## src/rtl/uart_pkg.sv

```systemverilog
// Shared types and constants for the oversampling UART receiver.
// Optional parity support is selected in the receiver by UART_RX_PARITY_EN.
package uart_pkg;

    typedef enum logic [2:0] {
        IDLE,
        START,
        DATA,
        PARITY,
        STOP
    } state_t;

    localparam int TICKS_PER_BIT = 16;
    localparam int MID_TICK      = 7;

endpackage

```

## src/rtl/uart_rx_oversample_rx_sync.sv

```systemverilog
// Two-flop synchronizer for the asynchronous serial line.
// Both flops reset to the idle-high line level.
module rx_sync (
    input  logic i_clk,
    input  logic i_reset,
    input  logic i_d,
    output logic o_q
);

    logic r_meta;
    logic r_q;

    always_ff @(posedge i_clk) begin
        if (i_reset) begin
            r_meta <= 1'b1;
            r_q    <= 1'b1;
        end else begin
            r_meta <= i_d;
            r_q    <= r_meta;
        end
    end

    assign o_q = r_q;

endmodule

```

## src/rtl/uart_rx_oversample.sv

```systemverilog
// 16x-oversampling 8N1 UART receiver (FSM and datapath).
// Define UART_RX_PARITY_EN to add a parity bit between data and stop.
module uart_rx_oversample
    import uart_pkg::*;
#(
    parameter int DBIT       = 8,
    parameter int SB_TICK    = 16,
    parameter int PARITY_ODD = 0
) (
    input  logic            i_clk,
    input  logic            i_reset,
    input  logic            i_s_tick,
    input  logic            i_rx,
    output logic [DBIT-1:0] o_dout,
    output logic            o_rx_done_tick,
    output logic            o_frame_err,
    output logic            o_parity_err,
    output logic            o_busy
);

    localparam int SW = (SB_TICK > 16) ? 5 : 4;
    localparam int NW = 3;

    logic            w_rx_s;
    state_t          r_state, w_state;
    logic [SW-1:0]   r_s, w_s;
    logic [NW-1:0]   r_n, w_n;
    logic [DBIT-1:0] r_shreg, w_shreg;
    logic [DBIT-1:0] r_dout, w_dout;
    logic            r_done, w_done;
    logic            r_ferr, w_ferr;
    logic            r_perr, w_perr;
`ifdef UART_RX_PARITY_EN
    logic            r_par, w_par;
`endif

    rx_sync u_sync (
        .i_clk   (i_clk),
        .i_reset (i_reset),
        .i_d     (i_rx),
        .o_q     (w_rx_s)
    );

    always_ff @(posedge i_clk) begin
        if (i_reset) begin
            r_state <= IDLE;
            r_s     <= '0;
            r_n     <= '0;
            r_shreg <= '0;
            r_dout  <= '0;
            r_done  <= 1'b0;
            r_ferr  <= 1'b0;
            r_perr  <= 1'b0;
`ifdef UART_RX_PARITY_EN
            r_par   <= 1'b0;
`endif
        end else begin
            r_state <= w_state;
            r_s     <= w_s;
            r_n     <= w_n;
            r_shreg <= w_shreg;
            r_dout  <= w_dout;
            r_done  <= w_done;
            r_ferr  <= w_ferr;
            r_perr  <= w_perr;
`ifdef UART_RX_PARITY_EN
            r_par   <= w_par;
`endif
        end
    end

    always_comb begin
        w_state = r_state;
        w_s     = r_s;
        w_n     = r_n;
        w_shreg = r_shreg;
        w_dout  = r_dout;
        w_done  = 1'b0;
        w_ferr  = r_ferr;
        w_perr  = r_perr;
`ifdef UART_RX_PARITY_EN
        w_par   = r_par;
`endif
        unique case (r_state)
            IDLE: begin
                if (!w_rx_s) begin
                    w_state = START;
                    w_s     = '0;
                end
            end
            START: begin
                if (i_s_tick) begin
                    if (r_s == SW'(MID_TICK)) begin
                        // A start bit that is high again at mid-bit is a glitch
                        if (!w_rx_s) begin
                            w_state = DATA;
                            w_s     = '0;
                            w_n     = '0;
                        end else begin
                            w_state = IDLE;
                        end
                    end else begin
                        w_s = r_s + SW'(1);
                    end
                end
            end
            DATA: begin
                if (i_s_tick) begin
                    if (r_s == SW'(TICKS_PER_BIT - 1)) begin
                        w_s     = '0;
                        w_shreg = {w_rx_s, r_shreg[DBIT-1:1]};
                        if (r_n == NW'(DBIT - 1)) begin
`ifdef UART_RX_PARITY_EN
                            w_state = PARITY;
`else
                            w_state = STOP;
`endif
                        end else begin
                            w_n = r_n + NW'(1);
                        end
                    end else begin
                        w_s = r_s + SW'(1);
                    end
                end
            end
`ifdef UART_RX_PARITY_EN
            PARITY: begin
                if (i_s_tick) begin
                    if (r_s == SW'(TICKS_PER_BIT - 1)) begin
                        w_par   = w_rx_s;
                        w_s     = '0;
                        w_state = STOP;
                    end else begin
                        w_s = r_s + SW'(1);
                    end
                end
            end
`endif
            STOP: begin
                if (i_s_tick) begin
                    if (r_s == SW'(SB_TICK - 1)) begin
                        w_done  = 1'b1;
                        w_dout  = r_shreg;
                        w_ferr  = ~w_rx_s;
`ifdef UART_RX_PARITY_EN
                        w_perr  = ((^r_shreg) ^ r_par) != 1'(PARITY_ODD);
`else
                        w_perr  = 1'b0;
`endif
                        w_state = IDLE;
                    end else begin
                        w_s = r_s + SW'(1);
                    end
                end
            end
            default: begin
                w_state = IDLE;
            end
        endcase
    end

    assign o_dout         = r_dout;
    assign o_rx_done_tick = r_done;
    assign o_frame_err    = r_ferr;
    assign o_parity_err   = r_perr;
    assign o_busy         = (r_state != IDLE);

endmodule

```

## config.mk

```make
export PLATFORM = sky130hd
export DESIGN_NAME = uart_rx_oversample
export DESIGN_NICKNAME = d
export VERILOG_FILES = /design/src/rtl/uart_pkg.sv /design/src/rtl/uart_rx_oversample_rx_sync.sv /design/src/rtl/uart_rx_oversample.sv
export SDC_FILE = /design/constraint.sdc
export NUM_CORES = 1
export LEC_CHECK = 0
export BUFFER_PORTS_ARGS = -buffer_cell sky130_fd_sc_hd__buf_2
export CAP_MARGIN = 5
export CORE_UTILIZATION = 56
export DETAILED_ROUTE_END_ITERATION = 6
export GPL_TIMING_DRIVEN = 0
export PLACE_DENSITY = 0.77
export SLEW_MARGIN = 25
export SYNTH_ARGS = -nofsm -noshare
export SYNTH_HDL_FRONTEND = slang
export SYNTH_SLANG_ARGS = --single-unit
```

## constraint.sdc

```tcl
create_clock -name i_clk -period 2.42 [get_ports i_clk]
set_input_delay 0.121 -clock i_clk [delete_from_list [all_inputs] [get_ports i_clk]]
set_output_delay 0.121 -clock i_clk [all_outputs]
set_load 0.05 [all_outputs]
```

==> results of run 1 <==
[cell usage after synthesis, types with 2 or more instances]
cell type  number
clkbuf_1        3
dfxtp_1        30
nand2b_1        2
or2_2           3
o21ai_0         3
nor3_1          2
buf_6           5
buf_4           2
ha_1            3
nand3_1         4
o21ai_1         2
inv_1           2
nor2b_1         3
xnor2_1         2
nand2_1         9
nand4bb_1       2
mux2i_1        18
a21oi_1         5
mux2_2          3
nor2_1         27
o211ai_1        3
a31oi_1         2
[worst min-delay path by stage]
stage	endpoint	slack, ns	cells after the start
detailed placement	u_sync.r_meta$_SDFF_PP1_	0.31	2
floorplan	u_sync.r_meta$_SDFF_PP1_	0.22	1
global placement	u_sync.r_meta$_SDFF_PP1_	0.31	2
global route	r_state[2]$_SDFFE_PP0P_	0.15	3
finish	r_state[2]$_SDFFE_PP0P_	0.14	3
CTS	r_state[2]$_SDFFE_PP0P_	0.13	3
[cell families (layout without fill, tap and decap cells)]
group,after synthesis,in the layout,share of synthesized area (%)
AO/OA/AOI/OAI,24,24,12.2
XOR/XNOR,2,2,1.16
adder cells (fa/ha/maj),3,3,2.49
buffers and inverters,14,37,6.64
flip-flops,30,30,39.8
multiplexers,21,21,14.2
other,1,1,0.249
AND/OR/NAND/NOR,64,64,23.2
[per-stage QoR]
step / hold WS, ns / util [%] / std cells / setup WS (ns)
CTS: 0.127 / 67.6 / 212 / 0.561
global route: 0.154 / 67.6 / 212 / 0.487
finish: 0.136 / 67.6 / 212 / 0.568
detailed placement: 0.313 / 64.6 / 203 / 0.578
global placement: 0.306 / 64.6 / 203 / 0.601
floorplan: 0.225 / - / 159 / 0.675
[where the power goes]
group          switching (mW)  internal (mW)  total, mW
combinational          0.0389         0.0257     0.0646
sequential            0.00130          0.497      0.498
clock                   0.176          0.140      0.316
[sequential cells by signal (all words and copies together), names as in the netlist]
| register | count |
|---|---|
| r_state | 3 |
| r_shreg | 8 |
| o_rx_done_tick | 1 |
| u_sync.r_meta | 1 |
| o_dout | 8 |
| u_sync.o_q | 1 |
| r_n | 3 |
| o_frame_err | 1 |
| r_s | 4 |
[cells in the final DEF, fill, tap and decap left out, types with 2 or more instances in the layout]
cell and instances:
dfxtp_1 30, nor2_1 27, mux2i_1 18, buf_2 15, nand2_1 9, buf_6 5, a21oi_1 5, clkbuf_4 5
nand3_1 4, clkbuf_1 3, o21ai_0 3, o211ai_1 3, mux2_2 3, or2_2 3, nor2b_1 3, ha_1 3
buf_4 2, inv_1 2, nand4bb_1 2, xnor2_1 2, a31oi_1 2, o21ai_1 2, nor3_1 2, nand2b_1 2
[worst max-delay path: stages, from the launching register on]
cell,delay (ns)
dfxtp_1,0.34
ha_1,0.24
and3_1,0.20
buf_6,0.14
a31oi_1,0.15
a21oi_1,0.07
o32ai_2,0.24
mux2_2,0.37
[routing by layer]
| metal | vias to the layer above | share of wire [%] |
|---|---|---|
| met5 | - | 0 |
| met3 | 4 | 5.3 |
| met1 | 548 | 48 |
| li1 | 595 | - |
| met4 | 0 | 1.0 |
| met2 | 39 | 46 |
[area by class of cell]
cell class,instances,area (µm²),area share [%]
multi-input cells,115,807,47.8
flip-flops and latches,30,601,35.6
plain buffers,12,92.6,5.48
repair buffers,15,80.1,4.74
clock buffers,6,51.3,3.04
well taps,30,37.5,2.22
clock inverters,2,12.5,0.741
inverters,2,7.51,0.444
==> impl_metrics.py, run 1 <==
metrics = {
    "final_layout": {
        "layout.nets": 188,
        "layout-drive-gt1-share_pct": 25.8,
        "filler_cell_count": 205,
        "finalInstanceArea_um2": 1690,
        "antennaDiodeCount": 0,
        "area_delta_synth_final_pct": 12.0,
    },
    "yosys": {
        "synth-edff-count": 0,
        "synthTopCellsByArea": "dfxtp_1 (40%), mux2i_1 (12%), nor2_1 (6.7%), buf_6 (3.7%), ha_1 (2.5%)",
        "yosysTopAreaCell": "dfxtp_1",
        "netlist_area_um2": 1510,
        "async_flop_share_pct": 0,
        "ys_ff_latch": 30,
        "synth_top_area_share_pct": 39.8,
        "ys.flop_type": "dfxtp_1",
        "synth_cells": 159,
        "synth.distinct_cells": 46,
        "synth_nets": 166,
        "yosysWarnings": 0,
        "ys_seq_area_share_pct": 39.8,
        "syn_avg_cell_area_um2": 9.48,
    },
    "die": {
        "die-area_um2": 2900,
        "fp.dieW_um": 53.9,
        "core-area_um2": 2500,
        "start_util_pct": 60.3,
        "rows": 18,
        "ios": 16,
        "die_h_um": 53.9,
    },
    "sta": {
        "final_max_slew_viol_count": 0,
        "finalCriticalPeriod_ns": 1.85,
        "max_freq_mhz": 540,
        "setup_viol": 0,
        "final_hold_viol_count": 0,
        "clock_skew_ns": 0.0122,
        "rsz0062_at_grt": "no",
        "fin_crit_sh_pct": 76.5,
        "fin_setup_tns_ns": 0,
    },
    "critical_path": {
        "crit_required_ns": 2.64,
        "critical_path.endpoint_type": "register",
        "critPathArrivalTime_ns": 2.07,
        "reg2reg_depth": 7,
        "r2r_start": "r_s[0]$_SDFFE_PP0P_",
        "cp_max_fo": 8,
        "worstSetupStartpointType": "register",
        "r2r_end": "r_state[1]$_SDFFE_PP0P_",
        "critPathKind": "reg -> reg",
        "r2r_setup_slack_ns": 0.57,
        "endpoint": "r_state[1]$_SDFFE_PP0P_",
        "crit_start": "r_s[0]$_SDFFE_PP0P_",
    },
    "global_routing": {
        "grt_use_total_pct": 20.7,
        "grt_overflow": 0,
        "grt_pass1_vias": 973,
        "top_usage_layer": "met2",
        "grt_util_met1_pct": 25.6,
        "grt_max_degree": 11,
        "grt_use_met2_pct": 32.9,
        "gr-usage-met3_pct": 5.93,
        "antenna_found_initial": 0,
        "grt_pass1_wl_um": 4170,
    },
    "run": {
        "maxCapViolCount": 0,
    },
    "power": {
        "vdd_drop_max_uv": 415,
        "total_power_mw": 0.878,
        "powerDensity_nw_per_um2": 520,
        "leakage_nw": 0.807,
    },
    "place": {
        "dpl-instance-area_um2": 1620,
        "hpwl_um": 1880,
        "io_buffers": 14,
        "gp_congestion": 0.839,
    },
    "clocking": {
        "cts.clk_slew.worst_paths_ns": 0.10,
        "cts_sinks": 30,
        "cts_max_level": 2,
        "cts_made_buffers": 5,
        "root_buffer": "clkbuf_4",
        "clk_path_buf_depth": 2,
        "ctsResizeCount": 0,
        "cts_setup_buffers": 0,
        "worstSkewPairLatency_ns": 0.33,
        "ctsHoldBuffers": 1,
        "cts_tree": "built",
    },
    "routing": {
        "drt_iter0_markers": 28,
        "drc": 0,
        "wl_per_cell_um": 12.4,
        "vias_per_cell": 5.59,
        "routed_wl_um": 2640,
        "vias": 1186,
        "ant_nets": 0,
        "dr.pass1.iters": 4,
    },
    "hold_path": {
        "holdCritPathClass": "in -> reg",
        "hp-start": "i_reset",
    },
    "run_status": {
        "status": "completed",
    },
}
Note: power is estimated with default switching activity, not from simulation.
==> run 2: changes to the inputs <==
Clock period 2.42 ns to 1.83 ns, I/O delays scaled along.
==> run 2 against run 1 <==
- die area stayed put
- sequential cell count unchanged
- fmax up 5.2%
- largest cell class unchanged
- largest power group unchanged
- highest routed layer unchanged
==> impl_metrics.py, run 2 (same netlist as run 1, synthesis figures left out) <==
metrics = {
    "clocking": {
        "cts_made_buffers": 5,
        "cts_sinks": 30,
        "cts_max_level": 2,
        "clk_path_buf_depth": 2,
        "cts.clk_slew.worst_paths_ns": 0.10,
        "cts_tree": "built",
        "worstSkewPairLatency_ns": 0.32,
        "root_buffer": "clkbuf_4",
    },
    "routing": {
        "drc": 0,
        "dr.pass1.iters": 4,
        "vias": 1185,
        "wl_per_cell_um": 12.5,
        "drt_iter0_markers": 27,
        "ant_nets": 0,
        "vias_per_cell": 5.56,
        "routed_wl_um": 2660,
    },
    "critical_path": {
        "crit_start": "r_s[0]$_SDFFE_PP0P_",
        "critPathArrivalTime_ns": 1.98,
        "r2r_setup_slack_ns": 0.07,
        "crit_required_ns": 2.05,
        "worstSetupStartpointType": "register",
        "r2r_start": "r_s[0]$_SDFFE_PP0P_",
        "critical_path.endpoint_type": "register",
        "critPathKind": "reg -> reg",
        "reg2reg_depth": 7,
        "cp_max_fo": 8,
        "r2r_end": "r_state[1]$_SDFFE_PP0P_",
        "endpoint": "r_state[1]$_SDFFE_PP0P_",
    },
    "final_layout": {
        "layout-drive-gt1-share_pct": 27.9,
        "multi_input_area_um2": 823,
        "finalInstanceArea_um2": 1720,
        "ff_latch_area_um2": 603,
        "area_delta_synth_final_pct": 13.8,
        "layout_common_cells": "dfxtp_1 (28), nor2_1 (27), mux2i_1 (18)",
        "instances_no_fill": 213,
        "antennaDiodeCount": 0,
        "layout.nets": 189,
        "filler_cell_count": 206,
        "final_common_cell": "dfxtp_1",
    },
    "power": {
        "powerDensity_nw_per_um2": 679,
        "p_clk_share_pct": 35.8,
        "vdd_drop_max_uv": 550,
        "p_sw_mw": 0.286,
        "switching_share_pct": 24.6,
        "leakage_nw": 0.813,
        "combPwrFrac_pct": 7.6,
        "internal-power_mw": 0.878,
        "power_frac_seq_pct": 56.6,
    },
    "die": {
        "fp.dieW_um": 53.9,
        "start_util_pct": 60.3,
        "core-area_um2": 2500,
        "ios": 16,
        "die-area_um2": 2900,
        "rows": 18,
        "die_h_um": 53.9,
    },
    "run": {
        "maxCapViolCount": 0,
    },
    "global_routing": {
        "grt_pass1_vias": 980,
        "antenna_found_initial": 0,
        "grt_use_total_pct": 20.9,
        "grt_max_degree": 11,
        "grt_pass1_wl_um": 4230,
        "grt_overflow": 0,
    },
    "place": {
        "io_buffers": 14,
        "place_inst": 203,
        "dpl-instance-area_um2": 1620,
        "gp_congestion": 0.839,
        "hpwl_um": 1880,
    },
    "sta": {
        "clock_skew_ns": 0.0119,
        "rsz0062_at_grt": "no",
        "fin_crit_sh_pct": 96.2,
        "final_max_slew_viol_count": 0,
        "max_freq_mhz": 568,
        "setup_viol": 0,
        "final_hold_viol_count": 0,
        "finalCriticalPeriod_ns": 1.76,
    },
    "run_status": {
        "status": "completed",
    },
    "hold_path": {
        "holdCritPathClass": "in -> reg",
    },
}
[run 2: worst min-delay path by stage]
stage               slack (ns)  startpoint                  endpoint  depth (start not counted)
floorplan                 0.20        i_rx  u_sync.r_meta$_SDFF_PP1_                          1
global placement          0.28        i_rx  u_sync.r_meta$_SDFF_PP1_                          2
detailed placement        0.28        i_rx  u_sync.r_meta$_SDFF_PP1_                          2
CTS                       0.09     i_reset   r_state[2]$_SDFFE_PP0P_                          3
global route              0.12     i_reset   r_state[2]$_SDFFE_PP0P_                          3
finish                    0.09     i_reset   r_state[2]$_SDFFE_PP0P_                          3
[run 2: worst max-delay path, stage by stage (launching register included)]
cell and delay (ns):
dfxtp_2 0.36, ha_4 0.17, and3_1 0.18, buf_6 0.13, a31oi_1 0.15, a21oi_1 0.07, o32ai_2 0.27, mux2_4 0.32
[run 2: power by group through the flow]
stage	sequential (mW)	clock (mW)	combinational (mW)
6_report	0.659	0.417	0.0885
5_1_grt	0.660	0.465	0.0961
4_1_cts	0.659	0.432	0.0881
3_5_place_dp	0.674	0	0.0831
3_3_place_gp	0.673	0	0.0814
2_1_floorplan	0.673	0	0.0653
[run 2: timing repair]
item	CTS	global route
hold endpoints to repair	1	0
hold buffers	1	0
setup buffers	1	0
setup endpoints to repair	1	1
pin swaps	1	1
resized for setup	3	2
[run 2: layout make-up]
type	count	share of cell area (%)
Buffer	12	5.40
Clock buffer	6	2.99
Clock inverter	2	0.729
Inverter	2	0.438
Multi-Input combinational cell	115	48.0
Sequential cell	30	35.2
Tap cell	30	2.19
Timing Repair Buffer	16	5.11
[run 2: stage by stage]
stage                     total power, mW  TNS (ns)  setup WS (ns)  hold WS [ns]  util (%)
after floorplan                     0.739         0         0.0854         0.195         -
after global placement              0.755         0         0.0113         0.277      64.6
after detailed placement            0.757   -0.0124        -0.0124         0.283      64.6
after CTS                            1.18         0       0.000791        0.0922      68.2
after global routing                 1.22         0        0.00464         0.119      68.6
final                                1.16         0         0.0691        0.0949      68.6
[run 2: routing by layer]
metal | wire (µm) | track usage (%) | share of wire, %
met5 | 0 | 0 | 0
met4 | 16 | 9.21 | 0.60
met3 | 153 | 5.93 | 5.8
met2 | 1260 | 33.5 | 47
met1 | 1230 | 25.8 | 46
==> run 3: changes to the inputs <==
Settings changed: CAP_MARGIN 5 to unset, CORE_MARGIN set to 5, PLACE_DENSITY 0.77 to 0.86.
==> run 3 against run 2 <==
- combinational power grew 7.2%
- hold slack worse by 0.0040 ns
- utilization about the same
- critical path type unchanged
- final area up 0.95%
- total power decreased by 0.21%
==> impl_metrics.py, run 3 (same netlist as run 1, synthesis figures left out) <==
metrics = {
    "critical_path": {
        "crit_required_ns": 2.05,
        "critical-path-top-delay-family": "compound AO/OA/AOI/OAI gates",
        "crit_chain": "ha_2 -> and3_1 -> buf_6 -> a31oi_4 -> a21oi_1 -> o32ai_2 -> mux2_4",
        "reg2reg_depth": 7,
        "slowest_delay_ns": 0.34,
        "r2r_end": "r_state[1]$_SDFFE_PP0P_",
        "critPathBufInv": 1,
        "critPathKind": "reg -> reg",
        "crit_slowest_cell": "dfxtp_2",
        "cp_max_fo": 8,
        "worstSetupStartpointType": "register",
        "critical_path.endpoint_type": "register",
        "r2r_start": "r_s[1]$_SDFFE_PP0P_",
        "critPathArrivalTime_ns": 2.02,
        "r2r_setup_slack_ns": 0.03,
    },
    "clocking": {
        "cts_max_level": 2,
        "worstSkewPairLatency_ns": 0.33,
        "cts.clk_slew.worst_paths_ns": 0.09,
        "root_buffer": "clkbuf_4",
        "clk_path_buf_depth": 2,
        "cts_sinks": 30,
        "cts_tree": "built",
        "cts_made_buffers": 5,
    },
    "run_status": {
        "status": "completed",
    },
    "place": {
        "io_buffers": 14,
        "place_inst": 203,
        "gp_congestion": 0.855,
        "hpwl_um": 2070,
        "dpl-instance-area_um2": 1620,
        "dp_slack_ns": 0.00171,
    },
    "routing": {
        "vias_per_cell": 5.64,
        "dr.pass1.iters": 4,
        "routed_wl_um": 3050,
        "wl_per_cell_um": 14.2,
        "drt_iter0_markers": 66,
        "drc": 0,
        "ant_nets": 0,
        "vias": 1212,
    },
    "run": {
        "maxCapViolCount": 0,
    },
    "sta": {
        "final_hold_viol_count": 0,
        "final_max_slew_viol_count": 0,
        "fin_ws_ns": 0.0312,
        "max_freq_mhz": 556,
        "clock_skew_ns": 0.00515,
        "setup_viol": 0,
        "finalCriticalPeriod_ns": 1.80,
        "fin_crit_sh_pct": 98.3,
    },
    "final_layout": {
        "antennaDiodeCount": 0,
        "area_delta_synth_final_pct": 14.9,
        "filler_cell_count": 211,
        "instances_no_fill": 215,
        "finalInstanceArea_um2": 1730,
        "layout_common_cells": "dfxtp_1 (28), nor2_1 (27), mux2i_1 (18)",
        "layout-drive-gt1-share_pct": 28.6,
        "final_common_cell": "dfxtp_1",
        "layout.nets": 191,
    },
    "global_routing": {
        "grt_use_total_pct": 18.0,
        "grt_max_degree": 11,
        "grt_overflow": 0,
        "antenna_found_initial": 0,
        "grt_pass1_wl_um": 5020,
        "grt_pass1_vias": 1139,
    },
    "die": {
        "rows": 18,
        "fp.dieW_um": 61.9,
        "ios": 16,
        "die-area_um2": 3830,
        "start_util_pct": 59.8,
        "core-area_um2": 2520,
        "die_h_um": 61.9,
    },
    "power": {
        "powerDensity_nw_per_um2": 671,
        "leakage_nw": 0.824,
        "total_power_mw": 1.16,
        "vdd_drop_max_uv": 675,
    },
    "hold_path": {
        "holdCritPathClass": "in -> reg",
        "hold_path_end": "r_state[2]$_SDFFE_PP0P_",
        "min_path_cells": 3,
        "hp-start": "i_reset",
    },
}
==> run 3: cell count changes in the layout (fill, tap and decap cells not counted), sizes merged <==
cell	change
buf	+2
clkbuf	+1
clkinvlp	-1
==> run 3: routing by layer <==
| layer | wire length [µm] | track usage [%] | share of wire (%) | up-vias |
|---|---|---|---|---|
| met3 | 179 | 6.82 | 5.9 | 7 |
| met4 | 51 | 7.88 | 1.7 | 0 |
| met1 | 1350 | 21.1 | 44 | 569 |
| met5 | 0 | 0 | 0 | - |
| li1 | - | - | - | 601 |
| met2 | 1470 | 29.4 | 48 | 35 |
==> run 3: through the flow <==
| stage | utilization, % | hold WS, ns | TNS (ns) |
|---|---|---|---|
| 2_1_floorplan | - | 0.195 | 0 |
| 3_3_place_gp | 64.0 | 0.276 | 0 |
| 3_5_place_dp | 64.0 | 0.280 | 0 |
| 4_1_cts | 67.7 | 0.0726 | 0 |
| 5_1_grt | 68.7 | 0.0925 | -0.00800 |
| 6_report | 68.7 | 0.0909 | 0 |
==> run 3: worst max-delay path by stage <==
stage,startpoint,depth (start not counted),endpoint,slack (ns)
global placement,r_s[0]$_SDFFE_PP0P_,7,r_state[1]$_SDFFE_PP0P_,0.01
detailed placement,r_s[0]$_SDFFE_PP0P_,7,r_state[1]$_SDFFE_PP0P_,0.002
global route,r_s[0]$_SDFFE_PP0P_,7,r_state[1]$_SDFFE_PP0P_,-0.008
floorplan,r_s[0]$_SDFFE_PP0P_,7,r_state[1]$_SDFFE_PP0P_,0.09
CTS,r_s[0]$_SDFFE_PP0P_,7,r_state[1]$_SDFFE_PP0P_,0.01
finish,r_s[1]$_SDFFE_PP0P_,7,r_state[1]$_SDFFE_PP0P_,0.03
==> run 3: area by class of cell <==
cell class                      count  area (µm²)  share of cell area [%]
Sequential cell                    30         603                    34.8
Tap cell                           30        37.5                    2.17
Clock inverter                      1        5.00                   0.289
Clock buffer                        7        55.1                    3.18
Multi-Input combinational cell    115         828                    47.8
Timing Repair Buffer               18         103                    5.92
Inverter                            2        7.51                   0.434
Buffer                             12        92.6                    5.35
==> run 3: repair_timing <==
| item | CTS | global route |
|---|---|---|
| buffers inserted | 2 | 1 |
| resized for setup | 3 | 2 |
| setup endpoints to repair | 1 | 2 |
| pin swaps | 1 | 1 |
| hold endpoints to repair | 1 | 0 |
| hold buffers | 1 | 0 |
==> run 3: worst min-delay path, delay by kind of cell <==
family          cells  cell delay (ns)
buf+inv             1             0.13
simple gates        1             0.11
compound gates      1             0.05
==> run 3: power by group <==
group	internal, mW	switching, mW	leakage (nW)	total (mW)
Sequential	0.657	0.00174	0.243	0.658
Combinational	0.0397	0.0551	0.546	0.0949
Clock	0.186	0.223	0.0353	0.408
Total	0.882	0.279	0.824	1.16
